File: src/rtl/pipe_ctrl_pkg.sv
// Shared opcode/funct constants, control encodings, stage bundle layouts and Tnew/Tuse values
// for the pipeline hazard controller and its decoder.
package pipe_ctrl_pkg;

    localparam logic [5:0] OP_SPECIAL = 6'h00;
    localparam logic [5:0] OP_J       = 6'h02;
    localparam logic [5:0] OP_JAL     = 6'h03;
    localparam logic [5:0] OP_BEQ     = 6'h04;
    localparam logic [5:0] OP_ORI     = 6'h0d;
    localparam logic [5:0] OP_LUI     = 6'h0f;
    localparam logic [5:0] OP_LB      = 6'h20;
    localparam logic [5:0] OP_LH      = 6'h21;
    localparam logic [5:0] OP_LW      = 6'h23;
    localparam logic [5:0] OP_SB      = 6'h28;
    localparam logic [5:0] OP_SH      = 6'h29;
    localparam logic [5:0] OP_SW      = 6'h2b;

    localparam logic [5:0] FN_JR      = 6'h08;
    localparam logic [5:0] FN_JALR    = 6'h09;
    localparam logic [5:0] FN_ADD     = 6'h20;
    localparam logic [5:0] FN_SUB     = 6'h22;

    localparam logic [2:0] NPC_SEQ = 3'd0, NPC_BEQ = 3'd1, NPC_JR = 3'd2, NPC_J = 3'd3;
    localparam logic [3:0] ALU_ADD = 4'd0, ALU_SUB = 4'd1, ALU_OR = 4'd2, ALU_LUI = 4'd3;
    localparam logic [2:0] DM_W = 3'd0, DM_B = 3'd1, DM_H = 3'd2;
    localparam logic [1:0] WD_ALU = 2'd0, WD_MEM = 2'd1, WD_PC8 = 2'd2;
    localparam logic [1:0] EXT_ZERO = 2'd0, EXT_SIGN = 2'd1;
    localparam logic [2:0] CMP_EQ = 3'd0;
    localparam logic [1:0] FWD_GRF = 2'd0, FWD_M = 2'd1, FWD_W = 2'd2, FWD_E = 2'd3;

    localparam logic [1:0] TNEW_LOAD = 2'd2, TNEW_ALU = 2'd1, TNEW_LINK = 2'd0;
    localparam logic [1:0] TUSE_BR = 2'd0, TUSE_ALU = 2'd1, TUSE_ST = 2'd2;

    typedef struct packed {
        logic [2:0] npc_op;
        logic [1:0] ext_op;
        logic [2:0] cmp_op;
    } dctl_t;

    // rs/rt are zero when the instruction does not read that operand
    typedef struct packed {
        logic [3:0] alu_op;
        logic       alub_sel;
        logic       dm_we;
        logic [2:0] dm_op;
        logic       reg_we;
        logic [1:0] wd_sel;
        logic [4:0] rs;
        logic [4:0] rt;
        logic [4:0] a3;
        logic [1:0] tnew;
    } bndl_t;

    typedef struct packed {
        logic       dm_we;
        logic [2:0] dm_op;
        logic       reg_we;
        logic [1:0] wd_sel;
        logic [4:0] a3;
        logic [1:0] tnew;
    } mbndl_t;

    typedef struct packed {
        logic       reg_we;
        logic [1:0] wd_sel;
        logic [4:0] a3;
        logic [1:0] tnew;
    } wbndl_t;

    function automatic logic [1:0] tnew_dec(input logic [1:0] t);
        return (t == 2'd0) ? 2'd0 : t - 2'd1;
    endfunction

    function automatic mbndl_t to_m(input bndl_t b);
        mbndl_t m;
        m.dm_we  = b.dm_we;
        m.dm_op  = b.dm_op;
        m.reg_we = b.reg_we;
        m.wd_sel = b.wd_sel;
        m.a3     = b.a3;
        m.tnew   = tnew_dec(b.tnew);
        return m;
    endfunction

    function automatic wbndl_t to_w(input mbndl_t b);
        wbndl_t w;
        w.reg_we = b.reg_we;
        w.wd_sel = b.wd_sel;
        w.a3     = b.a3;
        w.tnew   = tnew_dec(b.tnew);
        return w;
    endfunction

endpackage

File: src/rtl/pipe_ctrl_instr_decode.sv
// Decodes the D-stage instruction into the stage bundle, D controls and operand Tuse.
// Latency: purely combinational. Backpressure: none.
module instr_decode
    import pipe_ctrl_pkg::*;
#(
    parameter int unsigned RA_REG = 31
) (
    input  logic [31:0] instr,
    output bndl_t       bndl,
    output dctl_t       dctl,
    output logic [1:0]  tuse_rs,
    output logic [1:0]  tuse_rt
);
    localparam logic [4:0] RA = RA_REG[4:0];

    logic [5:0] op, fn;
    logic [4:0] rs, rt, rd;
    logic       shamt_unused;

    assign op = instr[31:26];
    assign rs = instr[25:21];
    assign rt = instr[20:16];
    assign rd = instr[15:11];
    assign fn = instr[5:0];
    assign shamt_unused = ^instr[10:6];

    always_comb begin
        bndl    = '0;
        dctl    = '0;
        tuse_rs = TUSE_ALU;
        tuse_rt = TUSE_ST;
        case (op)
            OP_SPECIAL: begin
                case (fn)
                    FN_ADD, FN_SUB: begin
                        bndl.alu_op = (fn == FN_SUB) ? ALU_SUB : ALU_ADD;
                        bndl.rs     = rs;
                        bndl.rt     = rt;
                        bndl.a3     = rd;
                        bndl.tnew   = TNEW_ALU;
                        tuse_rt     = TUSE_ALU;
                    end
                    FN_JR, FN_JALR: begin
                        dctl.npc_op = NPC_JR;
                        bndl.rs     = rs;
                        tuse_rs     = TUSE_BR;
                        if (fn == FN_JALR) begin
                            bndl.a3     = rd;
                            bndl.wd_sel = WD_PC8;
                            bndl.tnew   = TNEW_LINK;
                        end
                    end
                    default: ;
                endcase
            end
            OP_ORI, OP_LUI: begin
                dctl.ext_op   = EXT_ZERO;
                bndl.alu_op   = (op == OP_ORI) ? ALU_OR : ALU_LUI;
                bndl.alub_sel = 1'b1;
                bndl.rs       = (op == OP_ORI) ? rs : 5'd0;
                bndl.a3       = rt;
                bndl.tnew     = TNEW_ALU;
            end
            OP_LW, OP_LB, OP_LH: begin
                dctl.ext_op   = EXT_SIGN;
                bndl.alub_sel = 1'b1;
                bndl.dm_op    = (op == OP_LB) ? DM_B : (op == OP_LH) ? DM_H : DM_W;
                bndl.rs       = rs;
                bndl.a3       = rt;
                bndl.wd_sel   = WD_MEM;
                bndl.tnew     = TNEW_LOAD;
            end
            OP_SW, OP_SB, OP_SH: begin
                dctl.ext_op   = EXT_SIGN;
                bndl.alub_sel = 1'b1;
                bndl.dm_we    = 1'b1;
                bndl.dm_op    = (op == OP_SB) ? DM_B : (op == OP_SH) ? DM_H : DM_W;
                bndl.rs       = rs;
                bndl.rt       = rt;
            end
            OP_BEQ: begin
                dctl.npc_op = NPC_BEQ;
                dctl.cmp_op = CMP_EQ;
                bndl.rs     = rs;
                bndl.rt     = rt;
                tuse_rs     = TUSE_BR;
                tuse_rt     = TUSE_BR;
            end
            OP_J: dctl.npc_op = NPC_J;
            OP_JAL: begin
                dctl.npc_op = NPC_J;
                bndl.a3     = RA;
                bndl.wd_sel = WD_PC8;
                bndl.tnew   = TNEW_LINK;
            end
            default: ;
        endcase
        // destination $0 means the instruction never writes
        bndl.reg_we = (bndl.a3 != 5'd0);
    end

endmodule

File: src/rtl/pipe_ctrl.sv
// Pipeline control: decodes D, carries control bundles through E/M/W, resolves hazards.
// Latency: decode, stall and forward selects are combinational; stage controls one register per stage.
// Backpressure: stall freezes PC and F/D and bubbles E; M and W always advance.
module pipe_ctrl
    import pipe_ctrl_pkg::*;
#(
    parameter bit          FWD_EN = 1'b1,
    parameter int unsigned RA_REG = 31
) (
    input  logic        clk,
    input  logic        reset,
    input  logic [31:0] instr_d,
    output logic        stall,
    output logic [2:0]  npc_op,
    output logic [1:0]  ext_op,
    output logic [2:0]  cmp_op,
    output logic [3:0]  alu_op,
    output logic        alub_sel,
    output logic        dm_we,
    output logic [2:0]  dm_op,
    output logic        reg_we,
    output logic [1:0]  reg_wd_sel,
    output logic [4:0]  a3_w,
    output logic [1:0]  fwd_rs_d,
    output logic [1:0]  fwd_rt_d,
    output logic [1:0]  fwd_rs_e,
    output logic [1:0]  fwd_rt_e
);
    bndl_t      d_b, e_q;
    mbndl_t     m_q;
    wbndl_t     w_q;
    dctl_t      d_c;
    logic [1:0] tuse_rs, tuse_rt;

    instr_decode #(.RA_REG(RA_REG)) u_dec (
        .instr   (instr_d),
        .bndl    (d_b),
        .dctl    (d_c),
        .tuse_rs (tuse_rs),
        .tuse_rt (tuse_rt)
    );

    always_ff @(posedge clk or posedge reset) begin
        if (reset) begin
            e_q <= '0;
            m_q <= '0;
            w_q <= '0;
        end else begin
            e_q <= stall ? '0 : d_b;
            m_q <= to_m(e_q);
            w_q <= to_w(m_q);
        end
    end

    // Without forwarding any pending writer blocks; with it, only a producer that is late for its consumer
    function automatic logic pend(input logic [4:0] src, input logic [4:0] a3, input logic we,
                                  input logic [1:0] tnew, input logic [1:0] tuse);
        if (src == 5'd0 || src != a3) return 1'b0;
        return FWD_EN ? (tnew > tuse) : we;
    endfunction

    function automatic logic [1:0] fsel(input logic [4:0] src,
                                        input logic [4:0] e_a3, input logic [1:0] e_tnew,
                                        input logic [4:0] m_a3, input logic [1:0] m_tnew,
                                        input logic [4:0] w_a3, input logic [1:0] w_tnew);
        if (!FWD_EN || src == 5'd0) return FWD_GRF;
        if (src == e_a3 && e_tnew == 2'd0) return FWD_E;
        if (src == m_a3 && m_tnew == 2'd0) return FWD_M;
        if (src == w_a3 && w_tnew == 2'd0) return FWD_W;
        return FWD_GRF;
    endfunction

    always_comb begin
        stall = pend(d_b.rs, e_q.a3, e_q.reg_we, e_q.tnew, tuse_rs)
              | pend(d_b.rs, m_q.a3, m_q.reg_we, m_q.tnew, tuse_rs)
              | pend(d_b.rt, e_q.a3, e_q.reg_we, e_q.tnew, tuse_rt)
              | pend(d_b.rt, m_q.a3, m_q.reg_we, m_q.tnew, tuse_rt);
    end

    // Only PC+8 of a link instruction can be ready while still in E
    assign fwd_rs_d = fsel(d_b.rs, e_q.a3, e_q.tnew, m_q.a3, m_q.tnew, w_q.a3, w_q.tnew);
    assign fwd_rt_d = fsel(d_b.rt, e_q.a3, e_q.tnew, m_q.a3, m_q.tnew, w_q.a3, w_q.tnew);
    assign fwd_rs_e = fsel(e_q.rs, 5'd0, 2'd0, m_q.a3, m_q.tnew, w_q.a3, w_q.tnew);
    assign fwd_rt_e = fsel(e_q.rt, 5'd0, 2'd0, m_q.a3, m_q.tnew, w_q.a3, w_q.tnew);

    assign npc_op     = d_c.npc_op;
    assign ext_op     = d_c.ext_op;
    assign cmp_op     = d_c.cmp_op;
    assign alu_op     = e_q.alu_op;
    assign alub_sel   = e_q.alub_sel;
    assign dm_we      = m_q.dm_we;
    assign dm_op      = m_q.dm_op;
    assign reg_we     = w_q.reg_we;
    assign reg_wd_sel = w_q.wd_sel;
    assign a3_w       = w_q.a3;

endmodule

File: config.mk
export PLATFORM = sky130hd
export DESIGN_NAME = pipe_ctrl
export DESIGN_NICKNAME = d
export VERILOG_FILES = /design/src/rtl/pipe_ctrl_pkg.sv /design/src/rtl/pipe_ctrl_instr_decode.sv /design/src/rtl/pipe_ctrl.sv
export SDC_FILE = /design/constraint.sdc
export NUM_CORES = 1
export LEC_CHECK = 0
export CAP_MARGIN = 20
export CORE_UTILIZATION = 52
export DETAILED_ROUTE_END_ITERATION = 8
export GPL_ROUTABILITY_DRIVEN = 0
export PLACE_DENSITY = 0.82
export SYNTH_ARGS = -nofsm -noshare
export SYNTH_HDL_FRONTEND = slang
export SYNTH_HIERARCHICAL = 1
export SYNTH_SLANG_ARGS = --single-unit
File: constraint.sdc
create_clock -name clk -period 5.3 [get_ports clk]
set_input_delay 1.06 -clock clk [delete_from_list [all_inputs] [get_ports clk]]
set_output_delay 1.06 -clock clk [all_outputs]
set_load 0.03 [all_outputs]
==> results of run 1 <==
==> final cells by class <==
class,instances,area (um^2),area share [%]
Clock buffer,5,68.8,1.74
Clock inverter,3,21.3,0.539
Inverter,9,33.8,0.856
Multi-Input combinational cell,226,1670,42.3
Sequential cell,53,1330,33.6
Tap cell,75,93.8,2.38
Timing Repair Buffer,76,732,18.5
==> sequential cells by signal, summed over array words and instances, names as in the netlist <==
register    flops
e_q            24
m_q            10
a3_w            5
alu_op          4
dm_op           3
reg_wd_sel      2
w_q             2
alub_sel        1
dm_we           1
reg_we          1
==> power breakdown <==
part           switching, W  leakage (nW)  total (W)  internal (W)
clock network      0.000135        0.0445   0.000229     0.0000939
logic             0.0000985          1.21   0.000186     0.0000875
registers         0.0000131         0.722   0.000429      0.000416
==> cell usage after synthesis, drive strengths merged (2+ instances only) <==
cell type	instances
and4bb	2
nor3b	4
and3	2
a221o	5
nand3	5
dfrtp	53
nand2b	2
xor2	26
nor2	17
and4	2
nor3	8
o21a	2
nor4	6
or4	5
a21oi	8
nor2b	7
nor4bb	2
or4b	2
clkbuf	2
xnor2	22
ha	8
nand2	9
nand3b	2
a21boi	6
nand4	7
and2	41
a21o	2
a2bb2oi	4
o21ai	4
inv	9
buf	29
==> worst register-to-register path: stages, from the launching register on <==
cell	delay (ns)
dfrtp_1	0.50
ha_1	0.35
nor2b_1	0.13
a2bb2oi_1	0.12
and4bb_1	0.23
nor4_4	0.32
buf_4	0.33
and2_1	0.18
==> stage by stage <==
step	util, %	setup slack [ns]
after floorplan	-	0.817
after global placement	63.7	0.0196
after detailed placement	63.7	-0.0640
after CTS	65.7	0.00525
after global routing	66.3	0.0233
final	66.3	0.204
==> routing by layer <==
layer / vias to the layer above / global-route usage (%) / share of wire, %
met5: - / 0 / 0
met1: 1141 / 28.2 / 45
li1: 1158 / - / -
met4: 0 / 6.43 / 1.2
met3: 7 / 4.66 / 4.2
met2: 73 / 38.4 / 49
==> layout by cell type, fill, tap and decap left out, types with 3 or more instances in the layout <==
| cell | synthesis | routed |
|---|---|---|
| a21boi_2 | 0 | 4 |
| a21oi_1 | 7 | 7 |
| a221o_1 | 5 | 5 |
| a2bb2oi_1 | 4 | 4 |
| and2_1 | 41 | 40 |
| buf_4 | 24 | 21 |
| clkbuf_8 | 0 | 5 |
| clkdlybuf4s50_1 | 0 | 50 |
| conb_1 | 1 | 9 |
| dfrtp_1 | 53 | 53 |
| dlymetal6s2s_1 | 0 | 3 |
| ha_1 | 8 | 8 |
| inv_1 | 7 | 6 |
| inv_2 | 2 | 3 |
| nand2_1 | 9 | 9 |
| nand3_1 | 4 | 4 |
| nand4_1 | 7 | 7 |
| nor2_1 | 15 | 15 |
| nor2b_1 | 7 | 7 |
| nor3_1 | 7 | 6 |
| nor4_1 | 4 | 4 |
| or4_1 | 5 | 5 |
| xnor2_1 | 22 | 22 |
| xor2_1 | 26 | 26 |
==> cells by family after synthesis <==
family / synth area share (%)
multiplexers: 0.312
buffers and inverters: 8.45
XOR/XNOR: 13.1
AND/OR/NAND/NOR: 25.2
other: 0.117
flip-flops: 41.3
AO/OA/AOI/OAI: 8.38
adder cells (fa/ha/maj): 3.12
==> what timing repair did <==
action                                  CTS  global route
hold buffers                              0             0
endpoints found under the setup margin    2             2
gates resized for setup                   8             3
pin swaps                                 0             0
==> how the worst min path moves through the flow <==
stage	startpoint	end	slack, ns	cells after the start
after global placement	e_q[18]	m_q[8]	0.33	0
after floorplan	e_q[20]	dm_op[0]	0.33	0
after detailed placement	e_q[17]	m_q[7]	0.33	0
after global routing	e_q[23]	dm_we	0.36	0
final	e_q[23]	dm_we	0.36	0
after CTS	e_q[17]	m_q[7]	0.36	0
==> summary.txt, run 1 <==
Setup path
  – CP Depth: 11
  – CP cell instances: clkdlybuf4s50_1 -> and3b_1 -> and4_1 -> nor3_4 -> a21boi_2 -> or4_1 -> nor2_1 -> nor4bb_1 -> nor4_4 -> inv_2 -> buf_4
  – R2R setup slack: slightly above 3 ns
  – Delay of the slowest critical-path stage: 0.56 ns
  – Crit path max fanout: 6
  – Crit-path slowest cell: clkdlybuf4s50_1
  – Worst R2R Path Depth: 7
  – Top delay family on crit path: simple AND/OR/NAND/NOR gates
  – CP bufs+invs: 3
  – Setup crit start: instr_d[29]
  – Critical setup path kind: primary input to primary output
  – Worst Setup End Kind: primary output
  – Startpoint class of the critical path: primary input
  – Required time worst endpoint: between 4 and 5 ns
  – Worst Setup EP: stall
  – Worst R2R End: e_q[10]
  – Critical R2R Launch: m_q[1]
  – Worst EP arrival: approximately 4 ns

Yosys
  – Post-synth EDFFs: 0
  – Register area share after synthesis: between 40% and 50%
  – Yosys cell types: 53
  – Ys async rst share: 100%
  – Top FF cell, synth: dfrtp_1
  – Synth area leaders: dfrtp_1 (41%), and2_1 (8.0%), xor2_1 (7.1%)
  – Synth area leader: dfrtp_1
  – Area share of the largest cell type after synthesis: roughly two fifths
  – Yosys warns: 6
  – Mapped Cells: 311
  – Mean Syn Cell Area: a little over 10 um^2
  – Yosys reg bits: 53
  – Synthesized cell area: between 0.003 and 0.004 mm^2

Min path
  – Worst hold-check path type: flip-flop to flip-flop

Floorplanning
  – CORE AREA: between 0.005 and 0.006 mm^2
  – Die Width: 80.6 um
  – Die area: roughly 0.0065 mm^2
  – IO Count: 68
  – Die Y: approximately 81 um
  – Starting density of the core: between 50% and 60%
  – Row Count: 28

STA
  – Slew of the pin with the lowest slew margin: a little over 0.6 ns
  – Fin. Hold Viols: 0
  – RSZ-0062 raised after global routing: no
  – Total negative setup slack: 0 ns
  – Worst Skew: roughly 0.0048 ns
  – Period utilization: between 90% and 100%
  – Max Fclk: just under 200 MHz
  – Fin crit period: 5.10 ns
  – Slew Limit Fails: 0
  – Max-slew headroom: slightly below 60%
  – Hold slack final: approximately 0.36 ns
  – # setup viols final: 0

GRT
  – Via count of the first global-routing pass: 2313
  – Largest net degree at the start of global routing: 54
  – Grt total ovfl: 0
  – First-pass GRT wire length: between 10000 and 15000 um
  – Global-route usage over all layers: approximately 22%
  – Initial antenna violation count: 0

Drt
  – Detailed-route DRC error count: 0
  – WL/cell: about 15 um
  – DR iter-0 viols: 104
  – DR vias/cell: between 5 and 6
  – First-pass detailed-route iteration total: 4
  – Number of routed nets with antenna violations: 0
  – Wirelength, routed: just under 7000 um
  – Vias: ~2.4k

Clock tree
  – Worst-Skew Late Latency: roughly 0.31 ns
  – Clock transition at path regs: roughly 0.10 ns
  – CTS tree: yes
  – Postcts setup bufs: 0
  – H-tree levels: 2
  – Clk buf depth: 2
  – CTS Root Cell: clkbuf_8
  – Clock Sinks: 53
  – Num CTS Buffers: 5

Power
  – Maximum VDD drop: around 140 uV
  – Post-layout power: ~0.00084 W
  – P per Cell Area: around 210 mW/mm^2
  – Pleak: ~2.0 nW

Layout
  – Share of cells above drive strength 1: about 14%
  – Non-Filler Instances: between 400 and 500
  – Fill count: 492
  – Design area: ~0.004 mm^2
  – Area Growth Syn to Fin: 22.9%
  – Diode count: 0
  – Final-stage net count: a little over 400

Run
  – MaxCap Viol Count: 0

Placement
  – IO buf count: 57
  – Hpwl dp: approximately 5200 um
  – Dpl cells: 438
  – Total placed instance area: 0.00380 mm^2

Status
  – Status: complete, no violations
Note: power is estimated with default switching activity, not from simulation.
==> run 2, diff against run 1 <==
--- a/config.mk
+++ b/config.mk
@@ -6,10 +6,11 @@
 export NUM_CORES = 1
 export LEC_CHECK = 0
 export CAP_MARGIN = 20
-export CORE_UTILIZATION = 52
+export CORE_UTILIZATION = 55
 export DETAILED_ROUTE_END_ITERATION = 8
+export DONT_BUFFER_PORTS = 1
 export GPL_ROUTABILITY_DRIVEN = 0
-export PLACE_DENSITY = 0.82
+export PLACE_DENSITY = 0.71
 export SYNTH_ARGS = -nofsm -noshare
 export SYNTH_HDL_FRONTEND = slang
 export SYNTH_HIERARCHICAL = 1
==> summary.txt, run 2 (synthesis gave the netlist of run 1 again) <==
Min path
  – Worst hold-check path type: flip-flop to flip-flop
  – Worst Hold Endpoint: m_q[8]
  – HP Start: e_q[18]
  – Hold path cells: 0

Drt
  – Number of routed nets with antenna violations: 0
  – Detailed-route DRC error count: 0
  – WL/cell: approximately 16 um
  – DR iter-0 viols: 78
  – Vias: around 2.1k
  – DR vias/cell: 5.58
  – First-pass detailed-route iteration total: 4
  – Wirelength, routed: ~6100 um

Clock tree
  – Clock Sinks: 53
  – H-tree levels: 2
  – Worst-Skew Late Latency: 0.31 ns
  – CTS Root Cell: clkbuf_8
  – # hold bufs at CTS: 0
  – Postcts setup bufs: 0
  – Clock transition at path regs: approximately 0.090 ns
  – Clk buf depth: 2
  – CTS tree: yes
  – Cts repair resizes: 0
  – Num CTS Buffers: 5

STA
  – Slew of the pin with the lowest slew margin: around 0.99 ns
  – Total negative setup slack: 0 ns
  – Period utilization: between 80% and 90%
  – RSZ-0062 raised after global routing: no
  – Slew Limit Fails: 0
  – Fin. Hold Viols: 0
  – Fin crit period: about 4.5 ns
  – # setup viols final: 0
  – Worst Skew: between 0.004 and 0.005 ns
  – Max Fclk: between 200 and 250 MHz
  – Max-slew headroom: roughly a third

Setup path
  – Critical R2R Launch: m_q[1]
  – Critical setup path kind: primary input to primary output
  – Worst R2R Path Depth: 7
  – CP cell instances: nor3b_2 -> o21ai_2 -> inv_2 -> o2bb2ai_1 -> and2_1 -> xnor2_1 -> nand3_1 -> or4b_1 -> a21oi_1
  – Startpoint class of the critical path: primary input
  – Worst Setup End Kind: primary output
  – Crit path max fanout: 5
  – R2R setup slack: 3.03 ns
  – Required time worst endpoint: between 4 and 5 ns
  – Crit-path slowest cell: a21oi_1
  – Worst EP arrival: roughly 3.5 ns
  – Delay of the slowest critical-path stage: ~0.56 ns
  – Setup crit start: instr_d[30]
  – Worst R2R End: e_q[19]

Floorplanning
  – IO Count: between 60 and 70
  – Die Y: about 78 um
  – Die Width: between 70 and 80 um
  – Starting density of the core: 57.6%
  – Row Count: 27
  – Die area: 0.00615 mm^2
  – CORE AREA: around 0.0056 mm^2

Layout
  – Most flops, register: e_q
  – Area Growth Syn to Fin: 1.17%
  – Most frequent cells in the layout: dfrtp_1 (53), and2_1 (41), xor2_1 (26), xnor2_1 (22), nor2_1 (15)
  – Final-stage net count: 340
  – Non-Filler Instances: approximately 370
  – Share of cells above drive strength 1: about 8.7%
  – Most common cell after layout, fill and taps aside: dfrtp_1
  – Diode count: 0
  – Largest register FFs: 24

GRT
  – Via count of the first global-routing pass: ~2.2k
  – Global-route usage over all layers: approximately 22%
  – Initial antenna violation count: 0
  – Grt total ovfl: 0
  – First-pass GRT wire length: between 10000 and 15000 um
  – Largest net degree at the start of global routing: 54

Placement
  – Hpwl dp: about 4600 um
  – Dpl cells: between 300 and 400
  – IO buf count: 0

Power
  – Pleak: 1.64 nW
  – Maximum VDD drop: roughly 140 uV
  – P per Cell Area: about 260 mW/mm^2

Run
  – MaxCap Viol Count: 0

Status
  – Status: complete, no violations
==> run 2: cell count changes in the layout (fill, tap and decap cells not counted), sizes merged <==
cell,before,now
clkdlybuf4s50,50,0
buf,22,3
dlymetal6s2s,3,0
bufinv,0,1
clkbuf,5,6
clkinv,1,0
dlygate4sd2,1,0
inv,10,9
==> run 2: stage by stage <==
| step | hold slack [ns] | total power, W | area, um^2 | worst slack [ns] | utilization (%) |
|---|---|---|---|---|---|
| 6_report | 0.354 | 0.000836 | 3250 | 0.751 | 58.3 |
| 3_5_place_dp | 0.336 | 0.000563 | 3110 | 0.750 | 55.8 |
| 4_1_cts | 0.357 | 0.000843 | 3230 | 0.740 | 57.9 |
| 5_1_grt | 0.366 | 0.000871 | 3250 | 0.543 | 58.3 |
| 2_1_floorplan | 0.331 | 0.000555 | 3240 | 0.817 | - |
| 3_3_place_gp | 0.333 | 0.000560 | 3110 | 0.779 | 55.8 |
==> run 2: critical path: cells and delay by family <==
family | cells | cell delay, ns
simple gates | 4 | 1.19
compound gates | 3 | 0.89
buf+inv | 1 | 0.19
xor+xnor | 1 | 0.16
==> run 2: area by class of cell <==
class	count	area, um^2
timing repair buffer	3	35.0
multi-input combinational	226	1640
tap	72	90.1
fill	491	2320
clock inverter	2	37.5
inverter	9	33.8
clock buffer	6	82.6
sequential	53	1330
==> run 2: report_power, final <==
part	total (W)	internal [W]	switching (W)
Sequential	0.000439	0.000416	0.0000232
Clock	0.000280	0.000153	0.000126
Combinational	0.000117	0.0000457	0.0000711
Total	0.000836	0.000615	0.000221
==> run 2: worst max-delay path by stage <==
stage,depth (start not counted),endpoint
3_5_place_dp,9,fwd_rt_d[0]
2_1_floorplan,9,fwd_rs_d[0]
5_1_grt,9,fwd_rt_d[0]
6_report,9,fwd_rt_d[0]
3_3_place_gp,9,fwd_rt_d[0]
4_1_cts,9,fwd_rt_d[0]
==> run 2: layer usage <==
metal / global-route usage (%) / up-vias / share of wire, %
li1: - / 1003 / -
met1: 26.1 / 972 / 42
met2: 37.5 / 81 / 49
met3: 5.00 / 13 / 6.3
met4: 8.70 / 0 / 2.4
met5: 0 / - / 0
==> run 3, diff against run 2 <==
--- a/config.mk
+++ b/config.mk
@@ -6,6 +6,7 @@
 export NUM_CORES = 1
 export LEC_CHECK = 0
 export CAP_MARGIN = 20
+export CORE_MARGIN = 1
 export CORE_UTILIZATION = 55
 export DETAILED_ROUTE_END_ITERATION = 8
 export DONT_BUFFER_PORTS = 1
==> results of run 3 <==
No change in the layout: final DEF, timing and power equal those of run 2.
